## src/rtl/patch_pkg.sv

```systemverilog
// Shared types and constants for the patch override controller:
// FSM state encoding, config register map and CTRL bit positions.
package patch_pkg;

    typedef enum logic [1:0] {
        IDLE   = 2'd0,
        ARMED  = 2'd1,
        ACTIVE = 2'd2
    } patch_state_t;

    localparam logic [2:0] PATCH_ADDR_TRIG_MASK  = 3'd0;
    localparam logic [2:0] PATCH_ADDR_TRIG_VALUE = 3'd1;
    localparam logic [2:0] PATCH_ADDR_OVR_EN     = 3'd2;
    localparam logic [2:0] PATCH_ADDR_OVR_VAL    = 3'd3;
    localparam logic [2:0] PATCH_ADDR_DURATION   = 3'd4;
    localparam logic [2:0] PATCH_ADDR_CTRL       = 3'd5;

    localparam int PATCH_CTRL_ARM    = 0;
    localparam int PATCH_CTRL_DISARM = 1;

endpackage

```

## src/rtl/patch_cfg_regs.sv

```systemverilog
// Config register file for the patch override controller: address decode,
// write acceptance (stalls non-CTRL writes while the override is active) and CTRL pulses.
module patch_cfg_regs
    import patch_pkg::*;
#(
    parameter int N_SIGNALS = 4,
    parameter int CNT_W     = 8
) (
    input  logic                 clk,
    input  logic                 rst_n,
    input  logic                 cfg_valid_i,
    output logic                 cfg_ready_o,
    input  logic [2:0]           cfg_addr_i,
    input  logic [15:0]          cfg_wdata_i,
    input  logic                 active_i,
    output logic [N_SIGNALS-1:0] trig_mask_o,
    output logic [N_SIGNALS-1:0] trig_value_o,
    output logic [N_SIGNALS-1:0] ovr_en_o,
    output logic [N_SIGNALS-1:0] ovr_val_o,
    output logic [CNT_W-1:0]     duration_o,
    output logic                 arm_pulse_o,
    output logic                 disarm_pulse_o
);

    logic [N_SIGNALS-1:0] trig_mask_q, trig_mask_d;
    logic [N_SIGNALS-1:0] trig_value_q, trig_value_d;
    logic [N_SIGNALS-1:0] ovr_en_q, ovr_en_d;
    logic [N_SIGNALS-1:0] ovr_val_q, ovr_val_d;
    logic [CNT_W-1:0]     duration_q, duration_d;
    logic                 accept;
    logic                 unused_wdata;

    // Handshake: a write is accepted on a rising edge where cfg_valid_i && cfg_ready_o.
    // Ready never depends on valid; CTRL stays writable so software can always disarm.
    assign cfg_ready_o  = rst_n && !(active_i && (cfg_addr_i != PATCH_ADDR_CTRL));
    assign accept       = cfg_valid_i && cfg_ready_o;
    assign unused_wdata = ^cfg_wdata_i;

    assign arm_pulse_o    = accept && (cfg_addr_i == PATCH_ADDR_CTRL) && cfg_wdata_i[PATCH_CTRL_ARM];
    assign disarm_pulse_o = accept && (cfg_addr_i == PATCH_ADDR_CTRL) && cfg_wdata_i[PATCH_CTRL_DISARM];

    always_comb begin
        trig_mask_d  = trig_mask_q;
        trig_value_d = trig_value_q;
        ovr_en_d     = ovr_en_q;
        ovr_val_d    = ovr_val_q;
        duration_d   = duration_q;
        if (accept) begin
            case (cfg_addr_i)
                PATCH_ADDR_TRIG_MASK:  trig_mask_d  = cfg_wdata_i[N_SIGNALS-1:0];
                PATCH_ADDR_TRIG_VALUE: trig_value_d = cfg_wdata_i[N_SIGNALS-1:0];
                PATCH_ADDR_OVR_EN:     ovr_en_d     = cfg_wdata_i[N_SIGNALS-1:0];
                PATCH_ADDR_OVR_VAL:    ovr_val_d    = cfg_wdata_i[N_SIGNALS-1:0];
                PATCH_ADDR_DURATION:   duration_d   = cfg_wdata_i[CNT_W-1:0];
                default: ;
            endcase
        end
    end

    always_ff @(posedge clk or negedge rst_n) begin
        if (!rst_n) begin
            trig_mask_q  <= '0;
            trig_value_q <= '0;
            ovr_en_q     <= '0;
            ovr_val_q    <= '0;
            duration_q   <= '0;
        end else begin
            trig_mask_q  <= trig_mask_d;
            trig_value_q <= trig_value_d;
            ovr_en_q     <= ovr_en_d;
            ovr_val_q    <= ovr_val_d;
            duration_q   <= duration_d;
        end
    end

    assign trig_mask_o  = trig_mask_q;
    assign trig_value_o = trig_value_q;
    assign ovr_en_o     = ovr_en_q;
    assign ovr_val_o    = ovr_val_q;
    assign duration_o   = duration_q;

endmodule

```

## src/rtl/patch_override_ctrl.sv

```systemverilog
// Override controller for one patched module: waits (when armed) for a trigger pattern
// on the exported control signals, then forces selected signals for a programmed window.
module patch_override_ctrl
    import patch_pkg::*;
#(
    parameter int N_SIGNALS = 4,
    parameter int CNT_W     = 8
) (
    input  logic                 clk,
    input  logic                 rst_n,
    input  logic                 cfg_valid,
    output logic                 cfg_ready,
    input  logic [2:0]           cfg_addr,
    input  logic [15:0]          cfg_wdata,
    input  logic [N_SIGNALS-1:0] control_port_in,
    output logic [N_SIGNALS-1:0] control_port_out,
    output logic                 patch_armed,
    output logic                 patch_active
);

    patch_state_t         state_q, state_d;
    logic [CNT_W-1:0]     cnt_q, cnt_d;
    logic [N_SIGNALS-1:0] trig_mask, trig_value, ovr_en, ovr_val;
    logic [CNT_W-1:0]     duration;
    logic                 arm_pulse, disarm_pulse;
    logic                 hit;

    patch_cfg_regs #(
        .N_SIGNALS (N_SIGNALS),
        .CNT_W     (CNT_W)
    ) u_cfg_regs (
        .clk            (clk),
        .rst_n          (rst_n),
        .cfg_valid_i    (cfg_valid),
        .cfg_ready_o    (cfg_ready),
        .cfg_addr_i     (cfg_addr),
        .cfg_wdata_i    (cfg_wdata),
        .active_i       (state_q == ACTIVE),
        .trig_mask_o    (trig_mask),
        .trig_value_o   (trig_value),
        .ovr_en_o       (ovr_en),
        .ovr_val_o      (ovr_val),
        .duration_o     (duration),
        .arm_pulse_o    (arm_pulse),
        .disarm_pulse_o (disarm_pulse)
    );

    assign hit = (((control_port_in ^ trig_value) & trig_mask) == '0);

    // A loaded count of zero means the override is sticky until software disarms it.
    always_comb begin
        state_d = state_q;
        cnt_d   = cnt_q;
        case (state_q)
            IDLE: begin
                if (arm_pulse && !disarm_pulse) state_d = ARMED;
            end
            ARMED: begin
                if (disarm_pulse) begin
                    state_d = IDLE;
                end else if (hit) begin
                    state_d = ACTIVE;
                    cnt_d   = duration;
                end
            end
            ACTIVE: begin
                if (disarm_pulse || (cnt_q == CNT_W'(1))) begin
                    state_d = IDLE;
                    cnt_d   = '0;
                end else if (cnt_q != '0) begin
                    cnt_d = cnt_q - CNT_W'(1);
                end
            end
            default: begin
                state_d = IDLE;
                cnt_d   = '0;
            end
        endcase
    end

    always_ff @(posedge clk or negedge rst_n) begin
        if (!rst_n) begin
            state_q <= IDLE;
            cnt_q   <= '0;
        end else begin
            state_q <= state_d;
            cnt_q   <= cnt_d;
        end
    end

    assign patch_armed      = (state_q == ARMED);
    assign patch_active     = (state_q == ACTIVE);
    assign control_port_out = (ovr_en & {N_SIGNALS{patch_active}} & ovr_val)
                            | (~(ovr_en & {N_SIGNALS{patch_active}}) & control_port_in);

endmodule

```

## config.mk

```make
export PLATFORM = sky130hd
export DESIGN_NAME = patch_override_ctrl
export DESIGN_NICKNAME = d
export VERILOG_FILES = /design/src/rtl/patch_pkg.sv /design/src/rtl/patch_cfg_regs.sv /design/src/rtl/patch_override_ctrl.sv
export SDC_FILE = /design/constraint.sdc
export NUM_CORES = 1
export LEC_CHECK = 0
export BUFFER_PORTS_ARGS = -buffer_cell sky130_fd_sc_hd__clkbuf_2
export CAP_MARGIN = 20
export CORE_UTILIZATION = 55
export CTS_CLUSTER_SIZE = 8
export DETAILED_ROUTE_END_ITERATION = 8
export GPL_TIMING_DRIVEN = 0
export PLACE_DENSITY = 0.79
export SETUP_SLACK_MARGIN = 0.05
export SLEW_MARGIN = 20
export SYNTH_ARGS = -nofsm -noshare
export SYNTH_HDL_FRONTEND = slang
export SYNTH_SLANG_ARGS = --single-unit
```

## constraint.sdc

```tcl
create_clock -name clk -period 3.3 [get_ports clk]
set_input_delay 0.33 -clock clk [delete_from_list [all_inputs] [get_ports clk]]
set_output_delay 0.33 -clock clk [all_outputs]
set_load 0.05 [all_outputs]
```

==> qor.yml <==
cts_buffer_depth: 2
place.gp.congestion: 0.894
ys_warn_count: 0
worst-path-buf-inv: 3
initial_core_util: 0.597
clk_pin_slew_worst_paths_ns: 0.10
synth_edf_count: 0
setup_viol: 0
timing.fmax_mhz: 472
max-slew-margin-rel: 0.379
cts.sinks: 34
yosysTopAreaCell: "dfrtp_1"
grt_pass1_wl_mm: 6.04
grt_util_all_layers: 0.233
routed_wl_mm: 3.62
post_drt_via_cell_ratio: 5.84
drc: 0
irDropWorstVdd_v: 0.000565
crit_chain: "inv_1 -> ha_1 -> buf_6 -> nand2_1 -> mux2_2 -> clkbuf_2"
routedWlPerCell_um: 15.7
cts-root-buf: "clkbuf_4"
hpwl_mm: 2.74
final_antenna_net_count: 0
ys_top_cells_by_area: "dfrtp_1 (46%), mux2_2 (17%), ha_1 (3.3%)"
holdWs_ns: 0.113
h-tree-depth: 2
worst_pin_slew_ns: 0.932
synth_fa_ha_area_frac: 0.0335
synth_cell_types: 45
critical_path_arrival_ns: 1.79
core-area_sq_um: 3130
maxCapViolations: 0
rsz0062_at_grt: "no"
cts_setup_buffers: 0
async_flop_share: 1.00
diodes: 0
vias: 1348
yosys.area_share.xor_xnor: 0.0328
rows: 20
dr.first_iter.drc_count: 56
utilization: 0.672
crit_path_start_kind: "register"
cp.required_ns: 2.97
synth_top_family_by_area: "multiplexers"
io_buffer_count: 24
cts_tree: "built"
synth_nets: 186
finalHoldViolations: 0
hold_buffers: 0
fin_crit_ns: 2.12
ys_ff_latch: 34
fin_tns_setup_ns: 0
dr.pass1.iters: 4
syn_inst: 155
clock_latency_ns: 0.34
netlist_area_sq_um: 1870
drive_above_1_share: 0.412
status: "finished clean"
nets: 217
critPathKind: "register to output port"
ios: 33
powerDensity_nw_per_um2: 939
synth_compound_area_frac: 0.147
antenna_found_initial: 0
gr-total-overflow: 0
cts_made_buffers: 5
max_stage_delay_ns: 0.37
p_leak_uw: 0.000987
cpMaxStageDelayCell: "dfrtp_1"
ys.flop_type: "dfrtp_1"
finClkSkew_ns: 0.00909
drv_slew: 0
grt_start_max_net_pins: 39
post-route-period-util: 0.642
dieArea_sq_um: 3630
min_path_type: "input pin to async pin"
syn_to_final_growth_pct: 12.6
yosys.area_share.simple: 0.116
avgSynthCellArea_sq_um: 12.1
die_w_um: 60.3
grt_pass1_vias: 1300
synth_top_area_share: 0.455
crit_family: "buffers and inverters"
die_y_um: 60.3
worstPathMaxFanout: 9
synth_mux_area_frac: 0.169
ys_seq_area_frac: 0.455
cts_resized: 0
endpoint_kind: "output port"
-- flip-flops by register name (all words and copies together) (netlist names) --
signal and count:
u_cfg_regs.trig_mask_o 4, u_cfg_regs.ovr_en_o 4, cnt_q 8, u_cfg_regs.ovr_val_o 4, u_cfg_regs.trig_value_o 4, state_q 2
u_cfg_regs.duration_o 8
-- where the power goes --
group	leakage, uW	switching [uW]	internal [uW]
logic	0.000516	531	499
clock network	0.0000353	136	103
registers	0.000435	118	587
total	0.000987	786	1190
-- synthesized netlist by cell type, types with 2 or more instances --
| cell | instances |
|---|---|
| and3_1 | 2 |
| xnor2_1 | 2 |
| o21ai_0 | 3 |
| a311oi_1 | 2 |
| nand3_1 | 3 |
| nor2_1 | 2 |
| a311o_2 | 2 |
| xor2_1 | 5 |
| nand2_1 | 10 |
| dfrtp_1 | 34 |
| a21oi_1 | 2 |
| mux2_2 | 28 |
| inv_1 | 9 |
| a22oi_1 | 3 |
| nor3_1 | 3 |
| buf_2 | 2 |
| buf_6 | 3 |
| ha_1 | 5 |
| a22o_2 | 3 |
| a22o_1 | 7 |
-- worst register-to-register path: cells and delay by family (launching register included) --
| family | cells | cell delay, ns |
|---|---|---|
| adder cells (fa/ha/maj) | 1 | 0.25 |
| AND/OR/NAND/NOR | 2 | 0.70 |
| flip-flops | 1 | 0.41 |
| AO/OA/AOI/OAI | 2 | 0.52 |
| buffers and inverters | 1 | 0.09 |
-- cell type report --
cell class / count / area (sq um)
Sequential cell: 34 / 851
Timing Repair Buffer: 24 / 120
Buffer: 6 / 53.8
Fill cell: 237 / 1020
Inverter: 9 / 33.8
Multi-Input combinational cell: 106 / 930
Clock inverter: 1 / 5.00
Clock buffer: 7 / 55.1
Tap cell: 44 / 55.1
-- final timing paths --
| path | start | endpoint | slack (ns) | cells past startpoint |
|---|---|---|---|---|
| worst max-delay path | state_q[0] | control_port_out[1] | 1.18 | 6 |
| worst min-delay path | rst_n | cnt_q[1] | 0.11 | 1 |
| worst max register to register | cnt_q[0] | cnt_q[4] | 1.27 | 6 |
| worst min register to register | u_cfg_regs.ovr_en_o[2] | u_cfg_regs.ovr_en_o[2] | 0.51 | 1 |
| max in group asynchronous | rst_n | u_cfg_regs.duration_o[6] | 2.61 | 1 |
| min in group clk | cfg_wdata[6] | u_cfg_regs.duration_o[6] | 0.23 | 2 |
-- kinds of logic after synthesis --
| kind of cell | after synthesis |
|---|---|
| buffers and inverters | 15 |
| and+or+nand+nor | 34 |
| xor gates and xnor gates | 7 |
| DFF | 34 |
| adders and majority gates | 5 |
| muxes | 28 |
| AOI/OAI and AO/OA | 32 |
-- cells in the final DEF, fill, tap and decap left out, types with 2 or more instances in the layout --
cell	Yosys	layout
a21oi_1	2	2
a22o_1	7	7
a22o_2	3	3
a22oi_1	3	3
a311o_2	2	2
a311oi_1	2	2
and3_1	2	2
buf_2	2	2
buf_6	3	3
clkbuf_2	0	24
clkbuf_4	0	5
dfrtp_1	34	34
ha_1	5	5
inv_1	9	9
mux2_2	28	28
nand2_1	10	10
nand3_1	3	3
nor2_1	2	2
nor3_1	3	3
o21ai_0	3	3
xnor2_1	2	2
xor2_1	5	5
-- layer usage --
| metal | part of all wire | track usage | vias to the layer above |
|---|---|---|---|
| li1 | - | - | 639 |
| met1 | 0.43 | 0.289 | 664 |
| met2 | 0.50 | 0.378 | 39 |
| met3 | 0.046 | 0.0649 | 6 |
| met4 | 0.016 | 0.0963 | 0 |
| met5 | 0 | 0 | - |
-- per-stage QoR --
stage / worst slack (ns) / power [uW] / cells / cell area, sq um
after floorplan: 0.195 / 1530 / 155 / 1870
after global placement: 0.883 / 1700 / 223 / 2040
after detailed placement: 0.812 / 1740 / 223 / 2040
after CTS: 1.16 / 1980 / 231 / 2100
after global routing: 0.940 / 2110 / 231 / 2100
final: 1.18 / 1980 / 231 / 2100
Power figures use the tool's default switching activity.
